<file path="config.mk">
export PLATFORM = sky130hd
export DESIGN_NAME = alk_lit_seq
export DESIGN_NICKNAME = d
export VERILOG_FILES = /design/src/rtl/alk_lit_seq.sv
export SDC_FILE = /design/constraint.sdc
export NUM_CORES = 1
export LEC_CHECK = 0
export ABC_CLOCK_PERIOD_IN_PS = 2700
export BUFFER_PORTS_ARGS = -buffer_cell sky130_fd_sc_hd__buf_4
export CAP_MARGIN = 0
export CORE_UTILIZATION = 49
export CTS_CLUSTER_SIZE = 24
export DETAILED_ROUTE_END_ITERATION = 6
export HOLD_SLACK_MARGIN = 0.06
export PLACE_DENSITY = 0.79
export SYNTH_ARGS = -nofsm -noshare
export SYNTH_HDL_FRONTEND = slang
export SYNTH_SLANG_ARGS = --single-unit
</file>
<file path="constraint.sdc">
create_clock -name clk_h -period 2.7 [get_ports clk_h]
set_clock_uncertainty 0.15 [all_clocks]
set_input_delay 0.54 -clock clk_h [delete_from_list [all_inputs] [get_ports clk_h]]
set_output_delay 0.54 -clock clk_h [all_outputs]
set_load 0.05 [all_outputs]
</file>
<file path="src/rtl/alk_lit_seq.sv">
// Immediate-literal fetch sequencer for the ALK slice: pulls one or two 16-bit
// words from the instruction buffer and assembles a sign-extended or full 32-bit literal.
module alk_lit_seq (
    input  logic        clk_h,
    input  logic        reset_h,
    input  logic        start_h,
    input  logic        size_h,
    input  logic        abort_h,
    input  logic        ib_valid_h,
    input  logic [15:0] ib_data_h,
    output logic        ib_take_h,
    output logic [3:0]  mux_h,
    output logic        long_lit_l,
    output logic [31:0] lit_h,
    output logic        busy_h,
    output logic        stall_h,
    output logic        done_h
);

    typedef enum logic [1:0] {
        S_IDLE = 2'd0,
        S_LO   = 2'd1,
        S_HI   = 2'd2,
        S_DONE = 2'd3
    } state_t;

    localparam logic [3:0] MUX_NOP    = 4'b0000;
    localparam logic [3:0] MUX_LIT_LO = 4'b0100;
    localparam logic [3:0] MUX_LIT_HI = 4'b0101;

    state_t      state_q, state_d;
    logic        size_q, size_d;
    logic [31:0] lit_d;

    // NOTE: every signal driven here gets a default before the case so that no
    // path leaves it unassigned; a missing default would infer a latch.
    always_comb begin
        state_d = state_q;
        size_d  = size_q;
        lit_d   = lit_h;

        if (abort_h) begin
            state_d = S_IDLE;
            lit_d   = '0;
        end else begin
            unique case (state_q)
                S_IDLE: begin
                    if (start_h) begin
                        state_d = S_LO;
                        size_d  = size_h;
                    end
                end
                S_LO: begin
                    if (ib_valid_h) begin
                        lit_d[15:0] = ib_data_h;
                        if (size_q) begin
                            state_d = S_HI;
                        end else begin
                            lit_d[31:16] = {16{ib_data_h[15]}};
                            state_d      = S_DONE;
                        end
                    end
                end
                S_HI: begin
                    if (ib_valid_h) begin
                        lit_d[31:16] = ib_data_h;
                        state_d      = S_DONE;
                    end
                end
                S_DONE: begin
                    // A start here chains straight into the next literal with no IDLE gap.
                    if (start_h) begin
                        state_d = S_LO;
                        size_d  = size_h;
                    end else begin
                        state_d = S_IDLE;
                    end
                end
                default: state_d = S_IDLE;
            endcase
        end
    end

    always_comb begin
        busy_h     = (state_q == S_LO) || (state_q == S_HI);
        ib_take_h  = ib_valid_h && busy_h && !abort_h;
        long_lit_l = !(busy_h && size_q);
        stall_h    = busy_h || ((state_q == S_IDLE) && start_h);
        done_h     = (state_q == S_DONE) && !abort_h;

        unique case (state_q)
            S_LO:    mux_h = MUX_LIT_LO;
            S_HI:    mux_h = MUX_LIT_HI;
            default: mux_h = MUX_NOP;
        endcase
    end

    // NOTE: state registers use non-blocking assignments so every flop samples
    // its pre-edge inputs regardless of process evaluation order.
    always_ff @(posedge clk_h or posedge reset_h) begin
        if (reset_h) begin
            state_q <= S_IDLE;
            size_q  <= 1'b0;
            lit_h   <= '0;
        end else begin
            state_q <= state_d;
            size_q  <= size_d;
            lit_h   <= lit_d;
        end
    end

endmodule

</file>
==> flow_summary.ini, run 1 <==
[setup_path]
worst-path-buf-inv = 2
crit_type = reg -> out
worstSetupPathDepth = 5
r2r_cells = 6
path_delay_family = flip-flops
end_kind = output pin
cp.required_ns = 2.01
slowest_stage = dfrtp_1
worstPathCellList = inv_1 > ha_1 > nor2b_1 > and2_1 > buf_4
cp-start-kind = flop
cpPeakStageDelay_ns = 0.43
cp_data_arrival_time_ns = 1.77
cp_max_fo = 6

[clocking]
clock_latency_ns = 0.33
cts_tree = built
ctsHtreeMaxLevel = 2
cts_buffer_depth = 2
clk_pin_slew_ns = 0.11
cts_made_buffers = 5
clockRootBuffer = clkbuf_4
cts_resized = 0
clkSinkCount = 35
cts_hold_buffers = 0
cts_post_setup_buffers_inserted = 0

[min_path]
hold_path_class = in -> async

[sta]
setup_slack_ns = 0.242
tns_ns = 0
maxSlewViolCount = 0
finalHoldViolCount = 0
hold-worst-slack_ns = 0.135
final.period_utilization = 0.910
period_needed_ns = 2.46
clock.fmax_ghz = 0.407
setup_viol = 0
rsz0062_at_grt = no

[power_and_ir_drop]
switchingPower_mw = 1.24
pwr_density_cell_nw_per_um2 = 1110
switching_share = 0.503
finalPower_mw = 2.47
pwr-share-clk = 0.112
pwr-share-seq = 0.305
combPwrFrac = 0.583
p_leak_nw = 1.09
internal_power_mw = 1.23
ir_drop_uv = 728

[run_status]
status = finished clean

[placement]
io_buffers = 60
place_ws_ns = 0.554
dpl_cell_area_um2 = 2170
gp_congestion = 0.749
dp.cells = 271
hpwl_um = 2700

[floorplan]
ios = 63
die_w_um = 61.9
fp.dieH_um = 61.9
dieArea_um2 = 3830
coreArea_um2 = 3390
initial_core_util = 0.518
std_cell_rows = 21

[cells_and_area]
area_growth_pct = 27.1
insertedDiodeCount = 0
fin_util = 0.659
design_area_um2 = 2230
multi_input_area_um2 = 753
final_nets = 259
seq_area_um2 = 876
fill_cells = 280
mostFrequentLayoutCell = buf_4
fin_cells = 279
drive_gt1_frac = 0.399
final_cell_mix = buf_4, nand2_1, dfrtp_1

[route]
vias = 1348
ant_nets = 0
wirelength_um = 3590
wire_per_inst_um = 12.9
drtIter0Drc = 78
drcViolationCount = 0
firstDrtPassIters = 4
routed_via_density = 4.83

[synth]
avgSynthCellArea_um2 = 10.0
ys_seq_elements = 35
synth_cell_types = 23
synthesis.area_um2 = 1760
yosys_warnings = 0
ys_seq_area_frac = 0.499
synthCells = 175

[global_route]
overflow = 0
grt_usage = 0.204
grt_pass1_vias = 1179
grt_pass1_wl_um = 5620
antenna_found_initial = 0
grt_max_degree = 39

[job]
drv_cap = 0
==> routing by layer <==
layer,part of all wire,wire (um),track usage
met1,0.48,1730,0.307
met2,0.46,1640,0.289
met3,0.054,192,0.0476
met4,0.0075,27,0.0667
met5,0,0,0
==> power groups by stage <==
stage / Combinational, mW / Sequential [mW] / Clock (mW)
detailed placement: 1.45 / 0.765 / 0
CTS: 1.45 / 0.755 / 0.282
finish: 1.44 / 0.754 / 0.277
global route: 1.53 / 0.775 / 0.305
floorplan: 0.664 / 1.18 / 0
global placement: 1.43 / 0.762 / 0
==> worst min-delay path, delay by kind of cell <==
kind                   cells  cell delay [ns]
buffers and inverters      3             0.52
==> logic make-up after synthesis <==
group	Yosys count	share of synthesized area
and+or+nand+nor	60	0.149
AOI/OAI and AO/OA	38	0.125
DFF	35	0.499
buffers and inverters	18	0.0748
muxes	18	0.115
adders and majority gates	5	0.0356
other	1	0.00213
==> flip-flops by register name, summed over array words and instances, names as in the netlist <==
signal	flops
size_q	1
lit_h	32
state_q	2
==> final timing paths <==
| check | startpoint | to | slack [ns] |
|---|---|---|---|
| setup / recovery | state_q[0]$_DFFE_PP0P_ | ib_take_h | 0.24 |
| hold / removal | reset_h | lit_h[1]$_DFFE_PP0P_ | 0.13 |
| setup reg to reg | state_q[1]$_DFFE_PP0P_ | lit_h[30]$_DFFE_PP0P_ | 0.53 |
| hold reg to reg | lit_h[18]$_DFFE_PP0P_ | lit_h[18]$_DFFE_PP0P_ | 0.37 |
| max in group asynchronous | reset_h | lit_h[28]$_DFFE_PP0P_ | 1.95 |
| min in group clk_h | size_h | size_q$_DFFE_PP0P_ | 0.27 |
==> synthesized netlist by cell type (all sizes together) <==
cell	number	area, um2
o21ai	1	5.00
a21oi	33	165
a21o	1	7.51
a311oi	1	26.3
and2	2	13.8
mux2	18	203
conb	1	3.75
clkbuf	8	60.1
buf	6	56.3
dfrtp	35	876
and2b	1	8.76
nor3b	1	7.51
nand2b	3	18.8
inv	4	15.0
ha	5	62.6
nand2	50	188
and3b	1	12.5
o21bai	1	7.51
a211oi	1	7.51
nor2b	2	12.5
==> cell type report <==
class / instances / share of cell area
clock inverter: 3 / 0.00897
timing repair buffer: 63 / 0.212
multi-input combinational: 123 / 0.337
inverter: 4 / 0.00673
tap: 46 / 0.0258
sequential: 35 / 0.392
clock buffer: 5 / 0.0168
Note: power is estimated with default switching activity, not from simulation.
==> run 2, diff against run 1 <==
- ABC_CLOCK_PERIOD_IN_PS: 2700 -> 2600
- REMOVE_ABC_BUFFERS: not set -> 1
- SKIP_CTS_REPAIR_TIMING: not set -> 1
- clock period: 2.7 -> 2.6 ns (I/O delays scaled with it)
==> run 2 against run 1 <==
  * Combinational power up 5%
  * Register-to-register slack worse by 0.23 ns
  * Sequential power up 4.1%
  * Utilization unchanged
  * Worst hold slack worse by 0.012 ns
  * Count of clock-buffer cells in the layout up 2
  * Final cell count up 0.36%
  * First-iteration DRC count down 13%
  * Setup slack worse by 0.072 ns
  * Sequential cell count unchanged
==> flow_summary.ini, run 2 (synthesis gave the netlist of run 1 again) <==
[run_status]
status = finished clean

[setup_path]
worst-path-buf-inv = 2
timing.rr.end = lit_h[18]$_DFFE_PP0P_
cp_data_arrival_time_ns = 1.76
worstPathCellList = inv_1 > ha_1 > nor2b_1 > and2_1 > buf_4
cp-start-kind = flop
cpPeakStageDelay_ns = 0.42
r2r-start = state_q[0]$_DFFE_PP0P_
crit_type = reg -> out
path_delay_family = flip-flops
r2r_cells = 6
ff2ff_setup_slack_ns = 0.30
cp.required_ns = 1.93
cp_max_fo = 6
slowest_stage = dfrtp_1
end_kind = output pin

[cells_and_area]
largest_reg_flops = 32
insertedDiodeCount = 0
final_nets = 260
drive_gt1_frac = 0.393
fin_util = 0.659
top_register = lit_h
mostFrequentLayoutCell = buf_4
final_cell_mix = buf_4, nand2_1, dfrtp_1
area_growth_pct = 27.1
largestRegisters = lit_h x32, state_q x2, size_q x1
design_area_um2 = 2230

[power_and_ir_drop]
p_leak_nw = 1.10
internal_power_mw = 1.28
combPwrFrac = 0.586
switching_share = 0.503
pwr-share-seq = 0.304
ir_drop_uv = 920
pwr_density_cell_nw_per_um2 = 1160
switchingPower_mw = 1.30
pwr-share-clk = 0.110

[route]
vias = 1438
wirelength_um = 3780
wire_per_inst_um = 13.5
drcViolationCount = 0
firstDrtPassIters = 4
routed_via_density = 5.14
ant_nets = 0
drtIter0Drc = 68

[sta]
maxSlewHeadroom = 0.627
period_needed_ns = 2.43
hold-worst-slack_ns = 0.123
setup_viol = 0
rsz0062_at_grt = no
finalHoldViolCount = 0
tightestPinTransition_ns = 0.559
clock.fmax_ghz = 0.412
final.period_utilization = 0.935
maxSlewViolCount = 0

[global_route]
overflow = 0
grt_pass1_wl_um = 5710
antenna_found_initial = 0
grt_usage = 0.206
grt_max_degree = 36
grt_pass1_vias = 1278

[min_path]
hold_path_class = in -> async

[floorplan]
std_cell_rows = 21
dieArea_um2 = 3830
die_w_um = 61.9
ios = 63
initial_core_util = 0.518
fp.dieH_um = 61.9
coreArea_um2 = 3390

[clocking]
cts_tree = built
clkSinkCount = 35
clockRootBuffer = clkbuf_4
ctsHtreeMaxLevel = 2
cts_buffer_depth = 2
cts_made_buffers = 5
clk_pin_slew_ns = 0.11
clock_latency_ns = 0.33

[placement]
hpwl_um = 2630
io_buffers = 60
dpl_cell_area_um2 = 2180
gp_congestion = 0.857

[job]
drv_cap = 0
==> run 2: worst max-delay path by stage <==
stage	from	end	slack (ns)	cells past startpoint
5_1_grt	state_q[0]$_DFFE_PP0P_	ib_take_h	0.07	5
2_1_floorplan	state_q[0]$_DFFE_PP0P_	lit_h[16]$_DFFE_PP0P_	-0.26	5
4_1_cts	state_q[0]$_DFFE_PP0P_	ib_take_h	0.17	5
3_5_place_dp	state_q[0]$_DFFE_PP0P_	lit_h[16]$_DFFE_PP0P_	0.34	6
6_report	state_q[0]$_DFFE_PP0P_	ib_take_h	0.17	5
3_3_place_gp	state_q[0]$_DFFE_PP0P_	lit_h[24]$_DFFE_PP0P_	0.38	6
==> run 2: per-stage QoR <==
| stage | setup slack, ns | std cells | total power, mW | setup TNS (ns) |
|---|---|---|---|---|
| final | 0.170 | 280 | 2.58 | 0 |
| after floorplan | -0.259 | 162 | 1.85 | -4.22 |
| after global routing | 0.0713 | 280 | 2.71 | 0 |
| after global placement | 0.376 | 272 | 2.29 | 0 |
| after CTS | 0.172 | 280 | 2.59 | 0 |
| after detailed placement | 0.343 | 272 | 2.31 | 0 |
==> run 2: power by group through the flow <==
stage	combinational, mW	clock (mW)	sequential (mW)
3_5_place_dp	1.51	0	0.796
2_1_floorplan	0.623	0	1.23
5_1_grt	1.60	0.306	0.807
4_1_cts	1.52	0.288	0.785
6_report	1.51	0.283	0.785
3_3_place_gp	1.50	0	0.792
==> run 2: tightest hold or removal path, delay by kind of cell <==
family	cells	cell delay (ns)
buffers and inverters	3	0.52
==> run 2: metal layers <==
layer	track usage	share of wire
met1	0.267	0.43
met2	0.335	0.47
met3	0.0393	0.074
met4	0.0952	0.016
met5	0	0
==> run 2: layout make-up <==
cell class	instances	area [um2]
clock buffers	7	45.0
well taps	46	57.6
multi-input cells	123	753
inverters	4	15.0
clock inverters	1	5.00
fillers	299	1160
repair buffers	64	480
flip-flops and latches	35	876
